File: config.mk
export PLATFORM = sky130hd
export DESIGN_NAME = gcm_seq_ctrl
export DESIGN_NICKNAME = d
export VERILOG_FILES = /design/src/rtl/gcm_pkg.sv /design/src/rtl/gcm_seq_ctrl.sv
export SDC_FILE = /design/constraint.sdc
export NUM_CORES = 1
export LEC_CHECK = 0
export CAP_MARGIN = 20
export CORE_MARGIN = 5
export CORE_UTILIZATION = 37
export CTS_BUF_LIST = sky130_fd_sc_hd__clkbuf_4
export DETAILED_ROUTE_END_ITERATION = 8
export PLACE_DENSITY = 0.7
export SYNTH_ARGS = -nofsm -noshare
export SYNTH_HDL_FRONTEND = slang
export SYNTH_SLANG_ARGS = --single-unit
File: constraint.sdc
create_clock -name clk -period 4.5 [get_ports clk]
set_input_delay 0.45 -clock clk [delete_from_list [all_inputs] [get_ports clk]]
set_output_delay 0.45 -clock clk [all_outputs]
set_load 0.03 [all_outputs]
File: src/rtl/gcm_pkg.sv
// rtl/gcm_pkg.sv - shared types and default timing constants for the GCM sequencer
// Purpose: command encoding, sequencer state encoding and default hazard gaps.
// Contents:
//   gcm_cmd_e        - command word type carried on cmd_type_i (6..7 unused, illegal)
//   gcm_seq_state_e  - sequencer message-order states
//   *_DEF            - default KEY_WAIT / H_WAIT / DONE_TIMEOUT values
package gcm_pkg;

  typedef enum logic [2:0] {
    CMD_KEY  = 3'd0,
    CMD_IV   = 3'd1,
    CMD_AAD  = 3'd2,
    CMD_DATA = 3'd3,
    CMD_TAG  = 3'd4,
    CMD_END  = 3'd5
  } gcm_cmd_e;

  typedef enum logic [2:0] {
    ST_IDLE,
    ST_KEY_SETTLE,
    ST_KEYED,
    ST_IV_SETTLE,
    ST_AAD,
    ST_DATA,
    ST_TAG_SENT,
    ST_END_WAIT
  } gcm_seq_state_e;

  localparam int KEY_WAIT_DEF     = 12;
  localparam int H_WAIT_DEF       = 24;
  localparam int DONE_TIMEOUT_DEF = 64;

endpackage

File: src/rtl/gcm_seq_ctrl.sv
// rtl/gcm_seq_ctrl.sv - command sequencer enforcing GCM message order and hazard gaps
// Purpose: accepts typed 128-bit command words, rejects out-of-order ones, waits out
//   key-expansion and H/J0 settle times, issues one-cycle strobes to the gcm datapath
//   and turns the datapath's tag/auth responses into a per-message completion status.
// Ports:
//   clk, rst_n                      - clock, synchronous active-low reset
//   cmd_vld_i/cmd_rdy_o             - command handshake
//   cmd_type_i/cmd_decrypt_i/cmd_data_i - command type, direction (taken with IV), word
//   gcm_en_o/gcm_decrypt_o          - message active, latched direction
//   gcm_*_vld_o, gcm_end_o          - one-cycle datapath strobes
//   gcm_key_o/gcm_data_o            - key word / IV-AAD-data-tag word (held between strobes)
//   gcm_tag_vld_i/gcm_ok_vld_i/gcm_ok_i - datapath responses
//   busy_o/done_o/auth_ok_o/err_o   - status
module gcm_seq_ctrl
  import gcm_pkg::*;
#(
  parameter int KEY_WAIT     = KEY_WAIT_DEF,
  parameter int H_WAIT       = H_WAIT_DEF,
  parameter int DONE_TIMEOUT = DONE_TIMEOUT_DEF
) (
  input  logic         clk,
  input  logic         rst_n,
  input  logic         cmd_vld_i,
  output logic         cmd_rdy_o,
  input  logic [2:0]   cmd_type_i,
  input  logic         cmd_decrypt_i,
  input  logic [127:0] cmd_data_i,
  output logic         gcm_en_o,
  output logic         gcm_decrypt_o,
  output logic         gcm_key_vld_o,
  output logic         gcm_iv_vld_o,
  output logic         gcm_aad_vld_o,
  output logic         gcm_data_vld_o,
  output logic         gcm_tag_vld_o,
  output logic         gcm_end_o,
  output logic [127:0] gcm_key_o,
  output logic [127:0] gcm_data_o,
  input  logic         gcm_tag_vld_i,
  input  logic         gcm_ok_vld_i,
  input  logic         gcm_ok_i,
  output logic         busy_o,
  output logic         done_o,
  output logic         auth_ok_o,
  output logic         err_o
);

  // Terminal counter values: a settle state lasts exactly WAIT cycles (count 0..WAIT-1).
  localparam logic [7:0] KEY_T = 8'(KEY_WAIT - 1);
  localparam logic [7:0] H_T   = 8'(H_WAIT - 1);
  localparam logic [7:0] TO_T  = 8'(DONE_TIMEOUT - 1);

  gcm_seq_state_e state_q, state_d;
  logic [7:0]     cnt_q, cnt_d;
  logic           tag_seen_q, tag_seen_d;
  logic           rdy_q, dec_q, en_q;

  logic legal, issue, bad, tag_hit, resolve, timeout;

  // State register with the shared wait counter and the decrypt tag-seen flag.
  always_ff @(posedge clk) begin
    if (!rst_n) begin
      state_q    <= ST_IDLE;
      cnt_q      <= 8'd0;
      tag_seen_q <= 1'b0;
    end else begin
      state_q    <= state_d;
      cnt_q      <= cnt_d;
      tag_seen_q <= tag_seen_d;
    end
  end

  // Next-state logic.
  always_comb begin
    state_d = state_q;
    case (state_q)
      ST_IDLE, ST_KEYED: begin
        if (issue) state_d = (cmd_type_i == CMD_KEY) ? ST_KEY_SETTLE : ST_IV_SETTLE;
      end
      ST_KEY_SETTLE: if (cnt_q == KEY_T) state_d = ST_KEYED;
      ST_IV_SETTLE:  if (cnt_q == H_T)   state_d = ST_AAD;
      ST_AAD, ST_DATA: begin
        if (issue) begin
          case (cmd_type_i)
            CMD_DATA: state_d = ST_DATA;
            CMD_TAG:  state_d = ST_TAG_SENT;
            CMD_END:  state_d = ST_END_WAIT;
            default:  state_d = state_q;
          endcase
        end
      end
      ST_TAG_SENT: if (issue) state_d = ST_END_WAIT;
      ST_END_WAIT: if (resolve || timeout) state_d = ST_KEYED;
      default:     state_d = ST_IDLE;
    endcase

    // Counter restarts on every state change; in END_WAIT it freezes once the tag is
    // in, since from then on only the auth result is awaited.
    cnt_d = cnt_q;
    if (state_d != state_q) begin
      cnt_d = 8'd0;
    end else if (state_q == ST_KEY_SETTLE || state_q == ST_IV_SETTLE ||
                 (state_q == ST_END_WAIT && !tag_hit)) begin
      cnt_d = cnt_q + 8'd1;
    end

    tag_seen_d = (state_q == ST_END_WAIT) && (state_d == ST_END_WAIT) && tag_hit;
  end

  // Output decode: command legality and response resolution.
  always_comb begin
    legal = 1'b0;
    case (state_q)
      ST_IDLE:     legal = (cmd_type_i == CMD_KEY);
      ST_KEYED:    legal = (cmd_type_i == CMD_KEY) || (cmd_type_i == CMD_IV);
      ST_AAD:      legal = (cmd_type_i == CMD_AAD) || (cmd_type_i == CMD_DATA) ||
                           (cmd_type_i == CMD_END && !dec_q) ||
                           (cmd_type_i == CMD_TAG && dec_q);
      ST_DATA:     legal = (cmd_type_i == CMD_DATA) ||
                           (cmd_type_i == CMD_END && !dec_q) ||
                           (cmd_type_i == CMD_TAG && dec_q);
      ST_TAG_SENT: legal = (cmd_type_i == CMD_END);
      default:     legal = 1'b0;
    endcase
    issue   = cmd_vld_i && rdy_q && legal;
    bad     = cmd_vld_i && rdy_q && !legal;
    tag_hit = tag_seen_q || gcm_tag_vld_i;
    // Decrypt completes when the auth result arrives with or after the tag.
    resolve = (state_q == ST_END_WAIT) &&
              (dec_q ? (tag_hit && gcm_ok_vld_i) : gcm_tag_vld_i);
    // A tag in the terminal cycle wins over the timeout.
    timeout = (state_q == ST_END_WAIT) && !tag_hit && (cnt_q == TO_T);
  end

  // Registered outputs.
  always_ff @(posedge clk) begin
    if (!rst_n) begin
      rdy_q          <= 1'b0;
      dec_q          <= 1'b0;
      en_q           <= 1'b0;
      gcm_key_vld_o  <= 1'b0;
      gcm_iv_vld_o   <= 1'b0;
      gcm_aad_vld_o  <= 1'b0;
      gcm_data_vld_o <= 1'b0;
      gcm_tag_vld_o  <= 1'b0;
      gcm_end_o      <= 1'b0;
      gcm_key_o      <= '0;
      gcm_data_o     <= '0;
      done_o         <= 1'b0;
      auth_ok_o      <= 1'b0;
      err_o          <= 1'b0;
    end else begin
      rdy_q          <= !(state_d == ST_KEY_SETTLE || state_d == ST_IV_SETTLE ||
                          state_d == ST_END_WAIT);
      gcm_key_vld_o  <= issue && (cmd_type_i == CMD_KEY);
      gcm_iv_vld_o   <= issue && (cmd_type_i == CMD_IV);
      gcm_aad_vld_o  <= issue && (cmd_type_i == CMD_AAD);
      gcm_data_vld_o <= issue && (cmd_type_i == CMD_DATA);
      gcm_tag_vld_o  <= issue && (cmd_type_i == CMD_TAG);
      gcm_end_o      <= issue && (cmd_type_i == CMD_END);
      if (issue && cmd_type_i == CMD_KEY) gcm_key_o <= cmd_data_i;
      if (issue && (cmd_type_i == CMD_IV || cmd_type_i == CMD_AAD ||
                    cmd_type_i == CMD_DATA || cmd_type_i == CMD_TAG))
        gcm_data_o <= cmd_data_i;
      if (issue && cmd_type_i == CMD_IV) begin
        dec_q <= cmd_decrypt_i;
        en_q  <= 1'b1;
      end else if (resolve || timeout) begin
        en_q  <= 1'b0;
      end
      done_o    <= resolve;
      auth_ok_o <= resolve && (dec_q ? gcm_ok_i : 1'b1);
      err_o     <= bad || timeout;
    end
  end

  assign cmd_rdy_o     = rdy_q;
  assign gcm_en_o      = en_q;
  assign gcm_decrypt_o = dec_q;
  assign busy_o        = !(state_q == ST_IDLE || state_q == ST_KEYED);

endmodule

# Word level (Yosys, flattened, before mapping)
# Index checks and enable logic that the tools add are counted.
[classes] addsub=1 eq_ne=19 muxes=14 bitwise=1 n_reduce_logical=47
[ops] cell="== test 3 bit (second input constant)" n=7
[ops] cell="logical AND 1 bit" n=19
[ops] cell="two-way mux 3 bit" n=6
[ops] cell="one-hot mux 3 bit (6 select lines)" n=1
[ops] cell="logical OR 1 bit" n=17
[ops] cell="== test 3 x 2 -> 1 bit (second input constant)" n=5
[ops] cell="== test 3 x 1 -> 1 bit (second input constant)" n=3
[ops] cell="one-hot mux 3 bit (3 select lines)" n=1
[ops] cell="adder 8 x 1 -> 8 bit (second input constant)" n=1
[ops] cell="== test 8 x 4 -> 1 bit (second input constant)" n=1
[ops] cell="== test 8 x 5 -> 1 bit (second input constant)" n=1
[ops] cell="== test 8 x 6 -> 1 bit (second input constant)" n=1
[ops] cell="logical NOT 3 bit" n=2
[ops] cell="OR reduction 2 bit" n=3
[ops] cell="logical NOT 1 bit" n=5
[ops] cell="one-hot mux 1 bit (5 select lines)" n=1
[ops] cell="two-way mux 1 bit" n=4
[ops] cell="!= test 3 bit" n=1
[ops] cell="two-way mux 2 bit" n=1
[ops] cell="nonzero test 2 bit" n=1
[ops] cell="NOT 1 bit" n=1
[totals] regBits=280 input_bits=138 output_inout_bits=269 word_cells=99

# Logic depth before layout (Yosys ltp)
# Gate-level depths: netlist (run 1).
[logic_depth] depth_word=12 depth_mapped=9

# Least setup slack after synthesis (run 1)
# Ideal clock, no wire load.
[synth_timing] path_kind="flip-flop to flip-flop" start="reg dec_q (netlist: gcm_decrypt_o)" end="reg cnt_q[4]" setup_ns=0.138 t_arrival_ns=1.907 slack_ns=2.456 path_stages_with_launch=7 n_path_buf=0 synth_period_minus_slack_ns=2.044 path_cell_list="dfxtp_1 > inv_1 > o32a_4 > o211a_2 > o22ai_2 > nor3b_2 > nor4b_1"
[synth_between] elab_chain_cells=10 elab_cells_between_ends=19 classes_between="eq/ne: 1; mux: 7; reduce/logical: 11"
[synth_rtl] element="start: declaration" line="gcm_seq_ctrl.sv:55" rtl="logic rdy_q, dec_q, en_q;"
[synth_rtl] element="start signal: assignment" line="gcm_seq_ctrl.sv:165" rtl="dec_q <= cmd_decrypt_i;"
[synth_rtl] element="logical NOT 1 bit" line="gcm_seq_ctrl.sv:116, gcm_seq_ctrl.sv:119"
[synth_rtl] element="logical AND 1 bit" line="gcm_seq_ctrl.sv:116, gcm_seq_ctrl.sv:119"
[synth_rtl] element="logical OR 1 bit (on tied branches)" line="gcm_seq_ctrl.sv:118, gcm_seq_ctrl.sv:115"
[synth_rtl] element="logical OR 1 bit (on tied branches)" line="gcm_seq_ctrl.sv:119, gcm_seq_ctrl.sv:116"
[synth_rtl] element="one-hot mux 1 bit (5 select lines)" line="gcm_seq_ctrl.sv:112" rtl="case (state_q)"
[synth_rtl] element="logical AND 1 bit" line="gcm_seq_ctrl.sv:124" rtl="issue = cmd_vld_i && rdy_q && legal;"
[synth_rtl] element="two-way mux 3 bit (on tied branches)" line="gcm_seq_ctrl.sv:91, gcm_seq_ctrl.sv:77, gcm_seq_ctrl.sv:82"
[synth_rtl] element="one-hot mux 3 bit (6 select lines) (*)" line="gcm_seq_ctrl.sv:75" rtl="case (state_q)"
[synth_rtl] element="!= test 3 bit (*)" line="gcm_seq_ctrl.sv:99" rtl="if (state_d != state_q) begin"
[synth_rtl] element="OR reduction 2 bit (no source line) (*)"
[synth_rtl] element="end signal: assignment" line="gcm_seq_ctrl.sv:67" rtl="cnt_q <= cnt_d;"
[synth_rtl] element="end: declaration" line="gcm_seq_ctrl.sv:53" rtl="logic [7:0] cnt_q, cnt_d;"
# Mark *: on every way between the ends. The rest lies on a longest branch, timed or not.
# A chain may end at the register's enable or synchronous reset.

# Worst setup path after layout (run 1)
[layout_timing] start="reg state_q[1]" end="reg gcm_key_o[83]"
[layout_between] elab_chain_cells=4 elab_cells_between_ends=8 classes_between="eq/ne: 4; mux: 1; reduce/logical: 3"
[layout_rtl] element="start: declaration" line="gcm_seq_ctrl.sv:52" rtl="gcm_seq_state_e state_q, state_d;"
[layout_rtl] element="start signal: assignment" line="gcm_seq_ctrl.sv:66" rtl="state_q <= state_d;"
[layout_rtl] element="== test 3 bit (tied with other cells)" line="gcm_seq_ctrl.sv:112"
[layout_rtl] element="one-hot mux 1 bit (5 select lines) (*)" line="gcm_seq_ctrl.sv:112"
[layout_rtl] element="logical AND 1 bit (*)" line="gcm_seq_ctrl.sv:124"
[layout_rtl] element="logical AND 1 bit (*)" line="gcm_seq_ctrl.sv:160" rtl="if (issue && cmd_type_i == CMD_KEY) gcm_key_o <= cmd_data_i;"
[layout_rtl] element="end signal: assignment" line="gcm_seq_ctrl.sv:160"
[layout_rtl] element="end: declaration" line="gcm_seq_ctrl.sv:36" rtl="output logic [127:0] gcm_key_o,"
# Marks and branches as above.

==> metrics, run 1 <==
Crit. End Element flip-flop; hold_ws 0.3719 ns; post-synthesis cell type count 54; Syn Area/Cell 8.150 um2; area delta synth->final 49.16%; DR iter-0 viols 683; IO Pins a little over 400; final non-filler cell area between 0.015 and 0.02 mm2; Post-synth EDFFs 0; Final Skew 0.03149 ns; final WL 34480 um; syn_nets 1403; first-pass GRT wire length roughly 52000 um; worst hold start cmd_data_i[43]; leakage a little over 5 nW; DR vias/cell 4.854; Post-Synthesis Cell Area 0.01030 mm2; delay-heaviest family, CP simple AND/OR/NAND/NOR gates; cell breakdown of the critical path mux2i_1, nand4_2, o211ai_4, and2_4, buf_4, nand2_1, a21oi_1; vias in the first global route 9764; Layout Utilization 55.61%; WHS Path Cells 3; Post-DP Area 0.01442 mm2; layout cells sized above 1 roughly 8.9%; Clock Sinks 280; H-tree levels 3; core area ~0.028 mm2; path depth of the worst reg2reg path 7; Arrival @ worst endpoint between 3 and 4 ns; setup TNS 0 ns; FFs w/ async S/R, synth 0%; initial antenna violation count 1; DRC Markers 0; crit-path max cell delay 0.67 ns; Vias between 10000 and 15000; detailed placement HPWL 23760 um; TritonCTS clock tree built; crit path kind reg -> reg; count of final setup violators 0; fillers 2599; Post-Place Cells 1966; Req. time, crit path a little over 5 ns; Slew Limit Headroom 43.39%; Synth warnings 0; CTS buffer count 74; Pwr per Cell Area about 330 mW/mm2; FF-to-FF setup slack 1.69 ns; Gate Count Post-Synth 1264; worst-skew pair later-pin latency 0.65 ns; post-layout min period 2.814 ns; # hold bufs at CTS 0; Clock transition at path regs 0.07 ns; fraction of the cycle the final worst path needs 62.54%; Slew Viols, Final 0; Fmax 0.3553 GHz; Die Ht ~180 um; Buffers & Inverters on Critical Path 1; fin cells 2091; r2r endpoint gcm_key_o[83]; Max stage delay cell, worst path and2_4; crit start category flip-flop; status complete, no violations; sequential area share after synthesis 54.42%; Worst Max-Slew Pin Slew 0.8491 ns; clock buffer depth 3; starting density of the core 37.28%; number of max-cap violations 0; row count 61; die width between 150 and 200 um; DRT antenna net count 0; total grt overflow 0; Total GRT Usage 20.62%; commonest non-fill, non-tap cell in the layout nand2_1; DRT Pass-1 Iters 5; Worst Slack Setup Final between 1.5 and 2 ns; IO Port Bufs 406; Post-CTS Setup Inserts 0; hold endpoint gcm_key_o[43]; largest net degree at the start of global routing about 100; Hold Violations, Final 0; Root Buffer Master clkbuf_4; crit path max fanout 55; Min-Delay Path Class in -> reg; post_cts resized 0; Wirelength per Cell 16.49 um; worst vdd ir 198.6 uV; RSZ-0062 raised after global routing false; Top FF cell, synth dfxtp_1; Worst R2R Start state_q[1]; pre-CTS setup slack 1.131 ns; die area 0.03128 mm2; #FFs+latches synth 280; Final #Nets 1803; Final Power 5.058 mW; Placer Congestion 0.8390; commonest cells after routing, fill and taps aside nand2_1 (521), clkdlybuf4s50_1 (406), dfxtp_1 (280), a21oi_1 (262), clkbuf_4 (111)
[flip-flops by register name, summed over array words and instances (netlist names)]
| register | flops |
|---|---|
| gcm_data_o | 128 |
| gcm_key_o | 128 |
| cnt_q | 8 |
| state_q | 3 |
| auth_ok_o | 1 |
| cmd_rdy_o | 1 |
| done_o | 1 |
| err_o | 1 |
| gcm_aad_vld_o | 1 |
| gcm_data_vld_o | 1 |
| gcm_decrypt_o | 1 |
| gcm_en_o | 1 |
| gcm_end_o | 1 |
| gcm_iv_vld_o | 1 |
| gcm_key_vld_o | 1 |
| gcm_tag_vld_o | 1 |
| tag_seen_q | 1 |
[cells in the mapped netlist, types with 5 or more instances]
cell type | instances | area share [%]
xnor2_1 | 7 | 0.60
a21oi_1 | 262 | 13
dfxtp_1 | 280 | 54
nand2_1 | 522 | 19
nand3_1 | 5 | 0.24
nor4_1 | 6 | 0.36
buf_6 | 29 | 3.2
nor2_1 | 13 | 0.47
nor2b_1 | 5 | 0.30
clkbuf_1 | 59 | 2.1
[how the worst max path moves through the flow]
stage	startpoint	endpoint	slack, ns	depth (start not counted)
floorplan	gcm_decrypt_o	cnt_q[4]	2.46	6
global placement	cmd_type_i[1]	gcm_key_o[88]	1.19	8
detailed placement	cmd_type_i[1]	gcm_key_o[90]	1.13	8
CTS	state_q[2]	busy_o	1.72	3
global route	state_q[1]	gcm_key_o[127]	1.45	7
finish	state_q[1]	gcm_key_o[83]	1.69	7
[power by group]
group / internal [mW] / switching (mW)
combinational: 0.155 / 0.159
clock: 1.23 / 1.01
sequential: 2.49 / 0.00975
total: 3.88 / 1.18
[metal layers]
layer,vias to the layer above,part of all wire (%),routed length [um],track usage [%]
met4,0,2.7,947,7.672
met1,4698,39,13410,23.64
met2,419,48,16720,34.82
met5,-,0,0,0
met3,75,9.9,3405,8.139
li1,4957,-,-,-
[worst reg2reg max path, cell delays in order, from the launching register on]
cell and delay (ns):
dfxtp_1 0.63, mux2i_1 0.31, nand4_2 0.18, o211ai_4 0.21, and2_4 0.67, buf_4 0.46, nand2_1 0.11, a21oi_1 0.14
[kinds of logic after synthesis]
kind of cell / share of synthesized area (%)
mux: 0.2915
fa+ha+maj: 0.1214
xor+xnor: 0.6802
buf+inv: 5.782
compound gates: 14.89
flops: 54.42
simple gates: 23.82
[final cells by class]
cell class | instances | area, um2 | share of cell area (%)
Timing Repair Buffer | 417 | 4197 | 27.31
Antenna cell | 1 | 2.502 | 0.01629
Inverter | 4 | 20.02 | 0.1303
Clock inverter | 13 | 106.4 | 0.6922
Multi-Input combinational cell | 887 | 4128 | 26.86
Clock buffer | 111 | 833.3 | 5.423
Tap cell | 378 | 473.0 | 3.078
Sequential cell | 280 | 5605 | 36.48
(Power assumes the default switching activity.)
==> run 2, diff against run 1 <==
--- a/config.mk
+++ b/config.mk
@@ -10,7 +10,7 @@
 export CORE_UTILIZATION = 37
 export CTS_BUF_LIST = sky130_fd_sc_hd__clkbuf_4
 export DETAILED_ROUTE_END_ITERATION = 8
-export PLACE_DENSITY = 0.7
+export PLACE_DENSITY = 0.73
 export SYNTH_ARGS = -nofsm -noshare
 export SYNTH_HDL_FRONTEND = slang
 export SYNTH_SLANG_ARGS = --single-unit
==> constraint.sdc (replaced) <==
create_clock -name clk -period 2.4 [get_ports clk]
set_input_delay 0.24 -clock clk [delete_from_list [all_inputs] [get_ports clk]]
set_output_delay 0.24 -clock clk [all_outputs]
set_load 0.03 [all_outputs]
==> run 2 against run 1 <==
Power increased by 91%. First-iteration DRC count shrank 3.7%. Non-clock buffer count up 46. Sequential share of layout area fell by 1.4 points. Design area grew 4.0%. Die area stayed put. Clock-buffer cell count unchanged. Routed wire length grew 0.84%. Hold slack worse by 0.23 ns. Final cell count is 2.4% higher. Setup slack lost 1.5 ns. Critical endpoint is now gcm_data_o[1]. Combinational power increased by 100%.
==> metrics, run 2 (same netlist as run 1, synthesis figures left out) <==
Final Skew between 0.03 and 0.04 ns; leakage 5.508 nW; status complete, no violations; DRC Markers 0; Req. time, crit path 2.96 ns; setup TNS 0 ns; DR iter-0 viols around 660; crit path max fanout 24; clock buffer depth 3; commonest cells after routing, fill and taps aside nand2_1 (521), clkdlybuf4s50_1 (405), dfxtp_1 (280), a21oi_1 (262), clkbuf_4 (111); DRT antenna net count 0; Min-Delay Path Class in -> reg; Crit path top cell by count buf_12; CTS buffer count between 70 and 80; crit path kind reg -> reg; Total GRT Usage 21.31%; post-layout min period 2.194 ns; Slew Limit Headroom approximately 70%; Buffers & Inverters on Critical Path 3; Wirelength per Cell 16.23 um; row count 61; first-pass GRT wire length 53900 um; final WL 34770 um; Vias 10386; crit-path max cell delay between 0.4 and 0.5 ns; layout cells sized above 1 between 10% and 20%; RSZ-0062 raised after global routing false; Worst Max-Slew Pin Slew between 0.4 and 0.5 ns; Final #Nets ~1900; Die Ht about 180 um; count of final setup violators 0; crit start category flip-flop; TritonCTS clock tree built; cell breakdown of the critical path inv_1, o32a_4, o211ai_4, and3_4, buf_12, buf_12, nand2_1, a21oi_1; total grt overflow 0; die area approximately 0.031 mm2; Post-Place Cells 2012; fin cells 2142; initial antenna violation count 1; commonest non-fill, non-tap cell in the layout nand2_1; core area approximately 0.028 mm2; Final Power 9.677 mW; IO Port Bufs 406; Worst R2R Start gcm_decrypt_o; Clock transition at path regs approximately 0.07 ns; IO Pins approximately 410; vias in the first global route slightly above 10000; starting density of the core roughly 37%; DR vias/cell 4.849; detailed placement HPWL 25200 um; die width 176.9 um; Crit. End Element flip-flop; H-tree levels 3; Hold Violations, Final 0; fraction of the cycle the final worst path needs 91.42%; Placer Congestion approximately 0.86; Critical Path Start gcm_decrypt_o; Root Buffer Master clkbuf_4; area delta synth->final 55.12%; Arrival @ worst endpoint roughly 2.8 ns; fillers 2452; worst-skew pair later-pin latency 0.64 ns; worst vdd ir 404.3 uV; Clock Sinks 280; number of max-cap violations 0; Largest regs gcm_data_o (128), gcm_key_o (128), cnt_q (8); Slew Viols, Final 0; delay-heaviest family, CP compound AO/OA/AOI/OAI gates; largest net degree at the start of global routing 58; worst hold start cmd_data_i[30]; Fmax 0.4558 GHz; Max stage delay cell, worst path dfxtp_1; Pwr per Cell Area 605.6 mW/mm2; DRT Pass-1 Iters 5
## run 2: per-stage QoR
step                setup WS (ns)  hold slack [ns]  cell area [um2]  utilization, %
finish                     0.2060           0.1462            15980           57.83
CTS                       0.03488          0.07171            15970           57.82
global route               0.1048          0.09399            15980           57.83
floorplan                  0.3556           0.3502            10300               -
global placement        0.0009479           0.4407            14980           54.23
detailed placement       -0.07333           0.4453            14980           54.23
## run 2: layout make-up
cell class,count,area (um2),share of cell area [%]
Clock buffer,111,833.3,5.215
Multi-Input combinational cell,887,4128,25.83
Sequential cell,280,5605,35.08
Antenna cell,1,2.502,0.01566
Tap cell,378,473.0,2.960
Timing Repair Buffer,463,4757,29.77
Inverter,4,22.52,0.1409
Clock inverter,18,157.7,0.9866
## run 2: layer usage
metal,global-route usage [%],part of all wire (%),vias up
met2,36.76,48,445
met3,8.332,11,57
met1,24.24,39,4814
met5,0,0,-
met4,6.963,2.2,0
li1,-,-,5070
## run 2: final timing paths
kind | to | slack (ns) | cells past startpoint
min reg2reg | gcm_key_o[6] | 0.45 | 2
max reg2reg | gcm_data_o[1] | 0.21 | 8
min | gcm_data_o[30] | 0.15 | 3
max | gcm_data_o[1] | 0.21 | 8
## run 2: power by group
part / switching (mW) / leakage [nW] / internal [mW]
combinational: 0.306 / 2.66 / 0.326
sequential: 0.0174 / 2.26 / 4.67
clock: 1.92 / 0.587 / 2.44
total: 2.24 / 5.51 / 7.44
## run 2: worst reg2reg max path: cells and delay by family, from the launching register on
family                 cells  cell delay (ns)
AOI/OAI and AO/OA          3             0.82
buffers and inverters      3             0.50
DFF                        1             0.43
and+or+nand+nor            2             0.36
## run 2: timing repair
action                     4_1_cts  5_1_grt
buffers inserted                 0        0
setup endpoints to repair        0        1
hold buffers                     0        0
resized for setup                0        1
==> run 3, diff against run 2 <==
--- a/config.mk
+++ b/config.mk
@@ -6,11 +6,13 @@
 export NUM_CORES = 1
 export LEC_CHECK = 0
 export CAP_MARGIN = 20
-export CORE_MARGIN = 5
-export CORE_UTILIZATION = 37
+export CELL_PAD_IN_SITES_DETAIL_PLACEMENT = 2
+export CELL_PAD_IN_SITES_GLOBAL_PLACEMENT = 2
+export CORE_MARGIN = 1.5
+export CORE_UTILIZATION = 22
 export CTS_BUF_LIST = sky130_fd_sc_hd__clkbuf_4
 export DETAILED_ROUTE_END_ITERATION = 8
-export PLACE_DENSITY = 0.73
+export PLACE_DENSITY_LB_ADDON = 0.1
 export SYNTH_ARGS = -nofsm -noshare
 export SYNTH_HDL_FRONTEND = slang
 export SYNTH_SLANG_ARGS = --single-unit
==> run 3 against run 2 <==
Clock power rose by 5.1%. Highest routed layer unchanged. Fmax is 0.51% lower. Combinational power up 32%. Clock-buffer cell count up 12. Critical path type is now reg -> out. Core utilization shrank 20 points. First-iteration DRC count shrank 63%.
==> metrics, run 3 (same netlist as run 1, synthesis figures left out) <==
leakage 6.078 nW; Min-Delay Path Class in -> reg; DR iter-0 viols about 240; Crit. End Element output pin; Slew Viols, Final 0; TritonCTS clock tree built; Root Buffer Master clkbuf_4; worst-skew pair later-pin latency about 0.8 ns; Reg area ~0.0056 mm2; Req. time, crit path 2.16 ns; largest net degree at the start of global routing between 70 and 80; Critical Path Start state_q[2]; layout cells sized above 1 11.31%; core area ~0.046 mm2; WHS Path Cells 3; DRT antenna net count 0; multi-input logic area ~0.0041 mm2; crit path kind reg -> out; P_sw 2.539 mW; r2r endpoint cnt_q[4]; clock buffer depth 3; Final #Nets 1992; crit start category flip-flop; Arrival @ worst endpoint 1.97 ns; Hold Violations, Final 0; die width 219.4 um; Pwr per Cell Area 571.7 mW/mm2; final non-filler cell area 0.01766 mm2; Clk pwr share 45.2%; Post-DP Area about 0.015 mm2; worst vdd ir 269.5 uV; combinational share of power 8.3%; row count 79; path depth of the worst reg2reg path 8; Worst Max-Slew Pin Slew ~0.56 ns; area delta synth->final 71.42%; DR vias/cell around 4.4; starting density of the core 22.22%; Reg power frac between 40% and 50%; post-layout min period 2.205 ns; fraction of the cycle the final worst path needs 91.89%; Largest regs gcm_data_o (128), gcm_key_o (128), cnt_q (8); switching share of total power 25.15%; pre-CTS setup slack -0.1107 ns; Wirelength per Cell 18.63 um; Worst R2R Start cnt_q[0]; worst hold start cmd_data_i[50]; DRC Markers 0; Vias 11049; vias in the first global route 12314; CTS buffer count 86; setup TNS 0 ns; Placer Congestion approximately 0.76; Max stage delay cell, worst path dfxtp_1; Clock Sinks between 200 and 300; crit path max fanout 6; fillers between 5000 and 6000; IO Pins 407; initial antenna violation count 3; commonest cells after routing, fill and taps aside nand2_1 (521), clkdlybuf4s50_1 (405), dfxtp_1 (279), a21oi_1 (262), dlygate4sd3_1 (127); FF-to-FF setup slack between 0.2 and 0.3 ns; Total GRT Usage 19.28%; detailed placement HPWL roughly 32000 um; first-pass GRT wire length 71150 um; Clock transition at path regs approximately 0.06 ns; DRT Pass-1 Iters 4; cell breakdown of the critical path nor2_1, buf_4, inv_1, dlygate4sd2_1; final WL 46780 um; number of max-cap violations 0; Die Ht 219.4 um; hold endpoint gcm_key_o[50]; IO Port Bufs 406; H-tree levels 3; die area 0.04813 mm2; total grt overflow 0; count of final setup violators 0; Worst Slack Setup Final between 0.15 and 0.2 ns; RSZ-0062 raised after global routing false; commonest non-fill, non-tap cell in the layout nand2_1; status complete, no violations; Final Skew 0.02832 ns; Fmax approximately 0.45 GHz; Slew Limit Headroom between 60% and 70%; crit-path max cell delay 0.45 ns; internal power roughly 7.6 mW
[run 3: changes by cell type in the layout (fill, tap and decap cells not counted), moves of 2 or more]
cell / previous run / this run
dlygate4sd3_1: 0 / 127
buf_12: 21 / 26
clkbuf_4: 111 / 123
bufinv_16: 3 / 1
clkinv_1: 11 / 9
clkinv_4: 2 / 0
diode_2: 1 / 3
[run 3: cell type report]
cell class                 count  area share [%]
inverter                       4          0.1275
tap                          607           4.301
antenna                        3         0.04251
multi-input combinational    887           23.47
clock buffer                 123           5.229
sequential                   280           31.75
timing repair buffer         594           34.64
clock inverter                13          0.4322
[run 3: routing by layer]
metal / vias to the layer above / track usage [%] / wire (um)
met5: - / 0 / 0
met4: 0 / 7.945 / 1204
met3: 69 / 7.401 / 4089
met2: 322 / 31.48 / 21980
met1: 5326 / 22.50 / 19500
li1: 5332 / - / -
[run 3: critical path, delay by kind of cell (launching register included)]
family        cells  cell delay [ns]
buf+inv           3             0.63
flops             1             0.45
simple gates      1             0.11
[run 3: power groups by stage]
stage / logic (mW) / registers [mW] / clock network (mW)
2_1_floorplan: 0.170 / 4.84 / 0
3_3_place_gp: 0.661 / 4.79 / 0
3_5_place_dp: 0.663 / 4.80 / 0
4_1_cts: 0.846 / 4.69 / 4.83
5_1_grt: 0.893 / 4.69 / 5.10
6_report: 0.835 / 4.69 / 4.57
[run 3: worst max path at each step]
stage                          to  slack (ns)  cells after the start
floorplan                cnt_q[4]        0.36                      6
global placement         cnt_q[4]       -0.04                      7
finish                     busy_o        0.19                      4
CTS                      cnt_q[4]        0.03                      8
detailed placement  gcm_key_o[86]       -0.11                      8
global route             cnt_q[4]        0.04                      8
[run 3: metrics by stage]
| stage | hold WS (ns) | power (mW) | instances | util [%] |
|---|---|---|---|---|
| 4_1_cts | 0.008667 | 10.36 | 2507 | 38.02 |
| 3_5_place_dp | 0.4497 | 5.458 | 2244 | 33.12 |
| 2_1_floorplan | 0.3502 | 5.013 | 1264 | - |
| 5_1_grt | 0.05205 | 10.69 | 2511 | 38.09 |
| 6_report | 0.1053 | 10.10 | 2511 | 38.09 |
| 3_3_place_gp | 0.4408 | 5.455 | 2244 | 33.12 |
[run 3: timing repair]
action | in CTS | in global routing
endpoints found under the setup margin | 1 | 8
endpoints found under the hold margin | 249 | 0
pin swaps | 0 | 1
hold buffers | 127 | 0
buffers inserted | 0 | 1
gates resized for setup | 2 | 4
